--- config.mk ---
export PLATFORM = sky130hd
export DESIGN_NAME = shift_add_acc_ctrl_flat
export DESIGN_NICKNAME = d
export VERILOG_FILES = /design/src/rtl/shift_add_acc_ctrl_if.sv /design/src/rtl/shift_add_acc_ctrl.sv /design/src/flat_wrapper.sv
export SDC_FILE = /design/constraint.sdc
export NUM_CORES = 1
export LEC_CHECK = 0
export CAP_MARGIN = 10
export CORE_MARGIN = 2
export CORE_UTILIZATION = 47
export DETAILED_ROUTE_END_ITERATION = 16
export GPL_ROUTABILITY_DRIVEN = 0
export PLACE_DENSITY = 0.74
export SYNTH_ARGS = -nofsm -noshare
export SYNTH_HDL_FRONTEND = slang
export SYNTH_SLANG_ARGS = --single-unit
--- constraint.sdc ---
create_clock -name clk -period 1.7 [get_ports clk]
set_clock_uncertainty 0.15 [all_clocks]
set_input_delay 0.255 -clock clk [delete_from_list [all_inputs] [get_ports clk]]
set_output_delay 0.255 -clock clk [all_outputs]
set_load 0.02 [all_outputs]
--- src/rtl/shift_add_acc_ctrl_if.sv ---
// Handshake/result bundle for the shift-and-add multiplier controller.
// The master issues operands and start; the slave reports step select, status and product.
interface shift_add_acc_ctrl_if #(
    parameter int WIDTH = 4
);
    logic                   start;
    logic [WIDTH-1:0]       mcand;
    logic [WIDTH-1:0]       mplier;
    logic                   add_sel;
    logic                   busy;
    logic                   done;
    logic [2*WIDTH-1:0]     product;

    modport master (
        output start, mcand, mplier,
        input  add_sel, busy, done, product
    );

    modport slave (
        input  start, mcand, mplier,
        output add_sel, busy, done, product
    );
endinterface

--- src/rtl/shift_add_acc_ctrl.sv ---
// Sequential shift-and-add unsigned multiplier controller (IDLE -> CALC -> DONE).
// Optional macro SAA_EARLY_TERM_EN ends CALC once the remaining multiplier bits are zero.
module shift_add_acc_ctrl #(
    parameter int WIDTH = 4
) (
    input  logic               clk,
    input  logic               rst_n,
    shift_add_acc_ctrl_if.slave bus
);
    localparam int CW = $clog2(WIDTH + 1);

    typedef enum logic [1:0] {
        IDLE = 2'd0,
        CALC = 2'd1,
        DONE = 2'd2
    } state_t;

    state_t               state;
    logic [2*WIDTH:0]     acc;
    logic [WIDTH-1:0]     mcand_q;
    logic [CW-1:0]        cnt;

    logic [WIDTH:0]       sum_upper;
    logic [2*WIDTH:0]     step_acc;
    logic                 last_step;
    logic [2*WIDTH-1:0]   final_product;

    // One step: conditional add into {carry, upper}, then shift the whole register right.
    always_comb begin
        sum_upper = acc[2*WIDTH:WIDTH] + {1'b0, mcand_q};
        if (acc[0]) begin
            step_acc = {sum_upper, acc[WIDTH-1:0]} >> 1;
        end else begin
            step_acc = acc >> 1;
        end
    end

`ifdef SAA_EARLY_TERM_EN
    logic [WIDTH-1:0] rem_mask;

    // After this step the unshifted multiplier bits are lower[cnt-1:1]; if all zero the
    // remaining steps are pure shifts, which are folded into the product load.
    always_comb begin
        rem_mask = '0;
        for (int i = 0; i < WIDTH; i++) begin
            rem_mask[i] = ((i + 1) < int'(cnt));
        end
        last_step     = (cnt == CW'(1)) || (((acc[WIDTH-1:0] >> 1) & rem_mask) == '0);
        final_product = (2*WIDTH)'(step_acc >> (cnt - CW'(1)));
    end
`else
    always_comb begin
        last_step     = (cnt == CW'(1));
        final_product = step_acc[2*WIDTH-1:0];
    end
`endif

    // Controller FSM; add_sel is registered as the LSB the next CALC cycle will see.
    always_ff @(posedge clk or negedge rst_n) begin
        if (!rst_n) begin
            state       <= IDLE;
            acc         <= '0;
            mcand_q     <= '0;
            cnt         <= '0;
            bus.add_sel <= 1'b0;
            bus.busy    <= 1'b0;
            bus.done    <= 1'b0;
            bus.product <= '0;
        end else begin
            case (state)
                IDLE: begin
                    bus.done    <= 1'b0;
                    bus.add_sel <= 1'b0;
                    if (bus.start) begin
                        acc         <= {{(WIDTH+1){1'b0}}, bus.mplier};
                        mcand_q     <= bus.mcand;
                        cnt         <= CW'(WIDTH);
                        bus.add_sel <= bus.mplier[0];
                        bus.busy    <= 1'b1;
                        state       <= CALC;
                    end
                end
                CALC: begin
                    acc <= step_acc;
                    if (last_step) begin
                        cnt         <= '0;
                        bus.product <= final_product;
                        bus.done    <= 1'b1;
                        bus.add_sel <= 1'b0;
                        state       <= DONE;
                    end else begin
                        cnt         <= cnt - CW'(1);
                        bus.add_sel <= step_acc[0];
                    end
                end
                DONE: begin
                    bus.done    <= 1'b0;
                    bus.busy    <= 1'b0;
                    bus.add_sel <= 1'b0;
                    state       <= IDLE;
                end
                default: begin
                    state <= IDLE;
                end
            endcase
        end
    end
endmodule

--- src/flat_wrapper.sv ---
// flat-port wrapper written by rule: the top's interface ports become plain ports
module shift_add_acc_ctrl_flat 
#(
    parameter int WIDTH = 4
)
  (clk, rst_n, bus_start, bus_mcand, bus_mplier, bus_add_sel, bus_busy, bus_done, bus_product);
  shift_add_acc_ctrl_if #(.WIDTH(WIDTH)) bus_i ();
  input  logic clk;
  input  logic rst_n;
  input wire logic [$bits(bus_i.start)-1:0] bus_start;
  input wire logic [$bits(bus_i.mcand)-1:0] bus_mcand;
  input wire logic [$bits(bus_i.mplier)-1:0] bus_mplier;
  output wire logic [$bits(bus_i.add_sel)-1:0] bus_add_sel;
  output wire logic [$bits(bus_i.busy)-1:0] bus_busy;
  output wire logic [$bits(bus_i.done)-1:0] bus_done;
  output wire logic [$bits(bus_i.product)-1:0] bus_product;
  assign bus_i.start = bus_start;
  assign bus_i.mcand = bus_mcand;
  assign bus_i.mplier = bus_mplier;
  assign bus_add_sel = bus_i.add_sel;
  assign bus_busy = bus_i.busy;
  assign bus_done = bus_i.done;
  assign bus_product = bus_i.product;
  shift_add_acc_ctrl #(.WIDTH(WIDTH)) u_core (.clk(clk), .rst_n(rst_n), .bus(bus_i));
endmodule
==> results of run 1 <==
[where the power goes]
group / internal (mW) / leakage, nW / switching [mW]
clock: 0.131 / 0.0210 / 0.197
sequential: 0.967 / 0.348 / 0.232
combinational: 0.928 / 0.504 / 1.08
[synth_stat cells]
library cell | n | area share
sky130_fd_sc_hd__dfrtp_1 | 28 | 0.49
sky130_fd_sc_hd__nand2_1 | 18 | 0.047
sky130_fd_sc_hd__o21ai_0 | 17 | 0.060
sky130_fd_sc_hd__inv_1 | 12 | 0.032
sky130_fd_sc_hd__a21oi_1 | 10 | 0.035
sky130_fd_sc_hd__ha_1 | 10 | 0.088
sky130_fd_sc_hd__mux2_2 | 9 | 0.071
sky130_fd_sc_hd__o22ai_1 | 8 | 0.035
sky130_fd_sc_hd__buf_2 | 4 | 0.014
sky130_fd_sc_hd__nand2b_1 | 3 | 0.013
sky130_fd_sc_hd__nor2b_1 | 3 | 0.013
sky130_fd_sc_hd__a31oi_1 | 2 | 0.0088
sky130_fd_sc_hd__mux2i_1 | 2 | 0.014
sky130_fd_sc_hd__nand3_1 | 2 | 0.0070
sky130_fd_sc_hd__a21o_1 | 1 | 0.0053
sky130_fd_sc_hd__and3_1 | 1 | 0.0044
sky130_fd_sc_hd__clkbuf_1 | 1 | 0.0026
sky130_fd_sc_hd__fa_1 | 1 | 0.014
sky130_fd_sc_hd__nand3b_1 | 1 | 0.0053
sky130_fd_sc_hd__nand4_1 | 1 | 0.0044
sky130_fd_sc_hd__nor2_1 | 1 | 0.0026
sky130_fd_sc_hd__nor3_1 | 1 | 0.0035
sky130_fd_sc_hd__o211ai_1 | 1 | 0.0053
sky130_fd_sc_hd__o21a_1 | 1 | 0.0053
sky130_fd_sc_hd__o22a_1 | 1 | 0.0062
sky130_fd_sc_hd__or3_1 | 1 | 0.0044
sky130_fd_sc_hd__xnor2_1 | 1 | 0.0062
[per-layer routing]
layer / up-vias / part of all wire / GRT usage
li1: 562 / - / -
met1: 560 / 0.43 / 0.254
met2: 30 / 0.51 / 0.335
met3: 8 / 0.046 / 0.0284
met4: 0 / 0.015 / 0.0844
met5: - / 0 / 0
[cells in the final DEF (no fill, tap or decap), drive strengths merged]
| master | count |
|---|---|
| a21o | 1 |
| a21oi | 10 |
| a31oi | 2 |
| and3 | 1 |
| buf | 14 |
| clkbuf | 4 |
| clkdlybuf4s50 | 10 |
| dfrtp | 28 |
| dlygate4sd2 | 11 |
| fa | 1 |
| ha | 10 |
| inv | 12 |
| mux2 | 9 |
| mux2i | 2 |
| nand2 | 18 |
| nand2b | 3 |
| nand3 | 2 |
| nand3b | 1 |
| nand4 | 1 |
| nor2 | 1 |
| nor2b | 3 |
| nor3 | 1 |
| o211ai | 1 |
| o21a | 1 |
| o21ai | 17 |
| o22a | 1 |
| o22ai | 8 |
| or3 | 1 |
| xnor2 | 1 |
[registers in the layout, indices dropped and copies added, names as in the netlist]
register and cells:
u_core.cnt 3, u_core.bus.done 1, u_core.bus.add_sel 1, u_core.state 2, u_core.bus.product 8, u_core.bus.busy 1
u_core.mcand_q 4, u_core.acc 8
[path summary, 6_finish.rpt]
| check | slack (ns) | to | from | cells after the start |
|---|---|---|---|---|
| setup / recovery | -0.05 | u_core.acc[6]$_DFFE_PN0P_ | u_core.acc[5]$_DFFE_PN0P_ | 5 |
| hold / removal | 0.12 | u_core.bus.product[3]$_DFFE_PN0P_ | rst_n | 2 |
| setup reg to reg | -0.05 | u_core.acc[6]$_DFFE_PN0P_ | u_core.acc[5]$_DFFE_PN0P_ | 5 |
| hold reg to reg | 0.35 | u_core.bus.product[3]$_DFFE_PN0P_ | u_core.bus.product[3]$_DFFE_PN0P_ | 2 |
| max in group asynchronous | 1.02 | u_core.acc[7]$_DFFE_PN0P_ | rst_n | 2 |
| min in group clk | 0.35 | u_core.bus.product[3]$_DFFE_PN0P_ | u_core.bus.product[3]$_DFFE_PN0P_ | 2 |
[repair_timing]
action                     4_1_cts  5_1_grt
hold buffers                     0        0
pin swaps                        7        5
setup endpoints to repair       18       18
resized for setup               23       13
setup buffers                    1        1
[cell families after synthesis]
group	share of synthesized area
simple gates	0.105
flops	0.492
xor+xnor	0.00615
fa+ha+maj	0.102
buf+inv	0.0483
compound gates	0.161
mux	0.0852
[worst reg2reg max path: cells and delay by family, from the launching register on]
| kind | cells | cell delay (ns) |
|---|---|---|
| compound gates | 2 | 0.29 |
| fa+ha+maj | 1 | 0.30 |
| flops | 1 | 0.42 |
| simple gates | 2 | 0.48 |
[per-stage QoR]
stage | area, sq um | setup WS (ns) | hold WS (ns) | util
2_1_floorplan | 1440 | 0.0132 | -0.191 | -
3_3_place_gp | 1750 | -0.00379 | 0.312 | 0.619
3_5_place_dp | 1750 | -0.110 | 0.325 | 0.619
4_1_cts | 1790 | -0.0546 | 0.139 | 0.634
5_1_grt | 1830 | -0.117 | 0.158 | 0.648
6_report | 1830 | -0.0500 | 0.123 | 0.648
[cell type report]
cell class,count,area share
Inverter,12,0.0246
Multi-Input combinational cell,96,0.387
Sequential cell,28,0.383
Tap cell,31,0.0212
Clock buffer,4,0.0198
Timing Repair Buffer,35,0.165
==> metrics.md, run 1 <==
| Metric | Value |
|---|---|
| Outcome | `finished, violations left` |
| Violated checks | `negative setup slack` |
| Critical path buffer and inverter count | `0` |
| Static leakage power | `0.873 nW` |
| Netlist area before placement | `0.00142 sq mm` |
| Maximum number of buffers from clock root to sink | `2` |
| Port Buf Inserts | `21` |
| Cell at the root of the clock tree | `sky130_fd_sc_hd__clkbuf_4` |
| TritonCTS clock tree | `yes` |
| Number of levels in the clock H-tree | `1` |
| Wire length of the first global-routing pass | `5.16 mm` |
| Clock transition at the register clock pins on the worst setup and hold paths after CTS | `0.15 ns` |
| Via count of the first global-routing pass | `1152` |
| Vert. Die Dim | `59.0 um` |
| Post-synthesis sequential area ratio | `0.492` |
| DRC | `0` |
| Achievable frequency | `571 MHz` |
| Post-route setup slack | `-0.0500 ns` |
| Starting DRT DRC Count | `29` |
| Initial antenna violation count | `0` |
| Min-delay worst type | `in2async` |
| Critical path class | `reg2reg` |
| Routed Wire Length | `3.05 mm` |
| Total Neg Setup Slack | `-0.133 ns` |
| Max-slew violation count | `0` |
| Worst slew pin tran | `0.355 ns` |
| Number of vias in the routed layout | `1160` |
| Number of placed cells counting well taps | `200` |
| Number of flip-flops and latches in the synthesized netlist | `28` |
| Per-cell routed wire length | `14.8 um` |
| Largest net degree at the start of global routing | `29` |
| Cts bufs inserted | `3` |
| Sum of net half-perimeters after detailed placement | `2.22 mm` |
| Relative max-transition margin | `0.763` |
| Clock latency on the worst-skew pair | `0.33 ns` |
| Fraction of final layout cells with drive strength greater than 1 | `0.246` |
| Critical path launch point type | `register` |
| Crit share post-route | `1.03` |
| Unrepaired setup endpoints after global routing | `yes` |
| Number of hold violations in the final report | `0` |
| Highest-delay cell along the critical path | `sky130_fd_sc_hd__dfrtp_1` |
| Layout net count | `198` |
| Top delay family on crit path | `simple AND/OR/NAND/NOR gates` |
| Diodes inserted | `0` |
| Worst endpoint required time | `1.78 ns` |
| Areal power density over the cells | `1930 mW/mm^2` |
| Critical Path Sink Type | `register` |
| Number of maximum-capacitance constraint violations | `0` |
| Via-to-Cell Ratio | `5.63` |
| CP Cell Sequence | `ha_1 > and3_1 > or3_1 > a31oi_2 > o21ai_1` |
| Non-filler instance count after layout | `206` |
| IO Count | `22` |
| Number of detailed-route iterations in the first pass | `4` |
| Initial standard-cell utilization of the core | `0.503` |
| Storage element area | `701 sq um` |
| Ys Warns | `0` |
| Die ar. | `0.00349 sq mm` |
| Die X-Extent | `59.0 um` |
| Maximum net fanout on the critical path | `2` |
| Total grt overflow | `0` |
| Average footprint of a synthesized cell | `10.1 sq um` |
| VDD IR max | `0.931 mV` |
| Clock period minus final worst setup slack | `1.75 ns` |
| Layout fillers | `229` |
| Area growth syn-to-layout | `28.6%` |
| Arrival time at the worst endpoint | `1.83 ns` |
| Cell count after synthesis | `141` |
| Final count of negative-setup-slack endpoints | `3` |
| Remaining antenna violation count after routing | `0` |
| Combined area of the multi-input logic cells | `709 sq um` |
| CP max stage delay | `0.42 ns` |
| Power consumption | `3.54 mW` |
| Distinct cell type count after synthesis | `27` |
| Net count of the mapped netlist | `163` |
| GRT Overall Usage | `0.198` |
| Floorplan core area | `0.00283 sq mm` |
| Number of standard-cell rows in the floorplan | `19` |
| Number of clock sinks | `28` |
(Power assumes the default switching activity.)
==> run 2, diff against run 1 <==
--- a/config.mk
+++ b/config.mk
@@ -7,10 +7,11 @@
 export LEC_CHECK = 0
 export CAP_MARGIN = 10
 export CORE_MARGIN = 2
-export CORE_UTILIZATION = 47
+export CORE_UTILIZATION = 55
 export DETAILED_ROUTE_END_ITERATION = 16
 export GPL_ROUTABILITY_DRIVEN = 0
-export PLACE_DENSITY = 0.74
+export PLACE_DENSITY = 0.81
+export SLEW_MARGIN = 20
 export SYNTH_ARGS = -nofsm -noshare
 export SYNTH_HDL_FRONTEND = slang
 export SYNTH_SLANG_ARGS = --single-unit
==> constraint.sdc (replaced) <==
create_clock -name clk -period 2.05 [get_ports clk]
set_clock_uncertainty 0.15 [all_clocks]
set_input_delay 0.3075 -clock clk [delete_from_list [all_inputs] [get_ports clk]]
set_output_delay 0.3075 -clock clk [all_outputs]
set_load 0.02 [all_outputs]
==> run 2 against run 1 <==
The flow now finishes without violations; non-clock buffer count down 11; via count down 4.1%; worst hold slack better by 0.042 ns; setup slack better by 0.19 ns; fmax down 8.3%; combinational power down 27%; count of clock-buffer cells in the layout down 1; utilization up 5.4 points; routed wire length down 5.8%; sequential share of layout area up 2.4 points; register-to-register slack better by 0.19 ns; sequential power down 17%; highest routed layer unchanged.
==> metrics.md, run 2 (synthesis gave the netlist of run 1 again) <==
| Metric | Value |
|---|---|
| Outcome | `finished, final reports clean` |
| Critical path launch point type | `register` |
| Starting DRT DRC Count | `20` |
| Initial standard-cell utilization of the core | `0.580` |
| Total grt overflow | `0` |
| Routed Wire Length | `2.87 mm` |
| Arrival time at the worst endpoint | `2.02 ns` |
| Total Neg Setup Slack | `0 ns` |
| Diodes inserted | `0` |
| Port Buf Inserts | `21` |
| Sum of net half-perimeters after detailed placement | `2.16 mm` |
| Clock transition at the register clock pins on the worst setup and hold paths after CTS | `0.16 ns` |
| Areal power density over the cells | `1640 mW/mm^2` |
| Via-to-Cell Ratio | `5.73` |
| Leading registers by flop count | `u_core.acc (8), u_core.bus.product (8), u_core.mcand_q (4)` |
| VDD IR max | `1.07 mV` |
| Worst endpoint required time | `2.16 ns` |
| Crit share post-route | `0.931` |
| Wire length of the first global-routing pass | `4.62 mm` |
| Cell at the root of the clock tree | `sky130_fd_sc_hd__clkbuf_4` |
| Non-filler instance count after layout | `194` |
| IO Count | `22` |
| Number of maximum-capacitance constraint violations | `0` |
| Worst slew pin tran | `0.453 ns` |
| Post-route setup slack | `0.142 ns` |
| GRT Overall Usage | `0.219` |
| Most used cells in the layout excluding fill and tap cells | `sky130_fd_sc_hd__dfrtp_1, sky130_fd_sc_hd__clkdlybuf4s50_1, sky130_fd_sc_hd__nand2_1, sky130_fd_sc_hd__o21ai_0, sky130_fd_sc_hd__inv_1` |
| Max-slew violation count | `0` |
| Per-cell routed wire length | `14.8 um` |
| Number of clock sinks | `28` |
| TritonCTS clock tree | `yes` |
| Initial antenna violation count | `0` |
| Number of hold violations in the final report | `0` |
| Final count of negative-setup-slack endpoints | `0` |
| Clock period minus final worst setup slack | `1.91 ns` |
| Unrepaired setup endpoints after global routing | `no` |
| Maximum net fanout on the critical path | `2` |
| Number of placed cells counting well taps | `190` |
| Vert. Die Dim | `54.9 um` |
| Floorplan core area | `0.00245 sq mm` |
| Critical Path Sink Type | `register` |
| Fraction of final layout cells with drive strength greater than 1 | `0.0976` |
| Maximum number of buffers from clock root to sink | `2` |
| Min-delay worst type | `in2async` |
| Layout fillers | `187` |
| Die ar. | `0.00301 sq mm` |
| Count of cells resized by post-cts repair | `0` |
| Number of levels in the clock H-tree | `1` |
| Layout net count | `187` |
| DRC | `0` |
| Number of detailed-route iterations in the first pass | `4` |
| Critical path class | `reg2reg` |
| Die X-Extent | `54.9 um` |
| Share of the core filled with cells in the final layout | `0.702` |
| Remaining antenna violation count after routing | `0` |
| Achievable frequency | `524 MHz` |
| Cts bufs inserted | `3` |
| Via count of the first global-routing pass | `1039` |
| Clock latency on the worst-skew pair | `0.33 ns` |
| Number of vias in the routed layout | `1112` |
| Power consumption | `2.83 mW` |
| Number of standard-cell rows in the floorplan | `18` |
| Cell depth of the worst flop-to-flop path | `7` |
| Relative max-transition margin | `0.695` |
| Hold buffers post-CTS | `0` |
| Largest net degree at the start of global routing | `29` |
| Static leakage power | `0.791 nW` |
| Area growth syn-to-layout | `21.0%` |
| Placement-stage worst setup slack | `0.163 ns` |
| Leading cell type in the layout, fill and taps excluded | `sky130_fd_sc_hd__dfrtp_1` |
| Total setup buffers inserted after CTS | `0` |
[run 2: final timing paths]
kind | start | end | slack, ns
worst max-delay path | u_core.mcand_q[0]$_DFFE_PN0P_ | u_core.bus.product[7]$_DFFE_PN0P_ | 0.14
worst min-delay path | rst_n | u_core.acc[5]$_DFFE_PN0P_ | 0.17
worst max register to register | u_core.mcand_q[0]$_DFFE_PN0P_ | u_core.bus.product[7]$_DFFE_PN0P_ | 0.14
worst min register to register | u_core.bus.product[6]$_DFFE_PN0P_ | u_core.bus.product[6]$_DFFE_PN0P_ | 0.35
max in group asynchronous | rst_n | u_core.acc[1]$_DFFE_PN0P_ | 1.31
min in group clk | u_core.bus.product[6]$_DFFE_PN0P_ | u_core.bus.product[6]$_DFFE_PN0P_ | 0.35
[run 2: per-layer routing]
layer	vias to the layer above	global-route usage	share of wire
li1	538	-	-
met1	529	0.292	0.44
met2	39	0.369	0.50
met3	6	0.0273	0.047
met4	0	0.0667	0.015
met5	-	0	0
[run 2: cell type report]
class                           count  area [sq um]  share of cell area
Clock buffer                        3          22.5              0.0131
Clock inverter                      1          30.0              0.0174
Inverter                           12          45.0              0.0261
Multi-Input combinational cell     96           654               0.380
Sequential cell                    28           701               0.407
Tap cell                           30          37.5              0.0218
Timing Repair Buffer               24           233               0.135
[run 2: metrics by stage]
stage	hold slack [ns]	instance area [sq um]
finish	0.166	1720
global route	0.235	1720
CTS	0.186	1720
detailed placement	0.320	1670
global placement	0.311	1670
floorplan	-0.138	1420
[run 2: critical path, stage by stage, from the launching register on]
cell and delay (ns):
sky130_fd_sc_hd__dfrtp_1 0.42, sky130_fd_sc_hd__ha_1 0.23, sky130_fd_sc_hd__inv_1 0.07, sky130_fd_sc_hd__fa_1 0.40, sky130_fd_sc_hd__nor2b_1 0.14, sky130_fd_sc_hd__o21a_1 0.12
sky130_fd_sc_hd__o21ai_0 0.10, sky130_fd_sc_hd__o21ai_0 0.20
[run 2: where the power goes]
part / internal [mW] / switching (mW)
Combinational: 0.675 / 0.794
Sequential: 0.801 / 0.197
Clock: 0.198 / 0.166
Total: 1.67 / 1.16
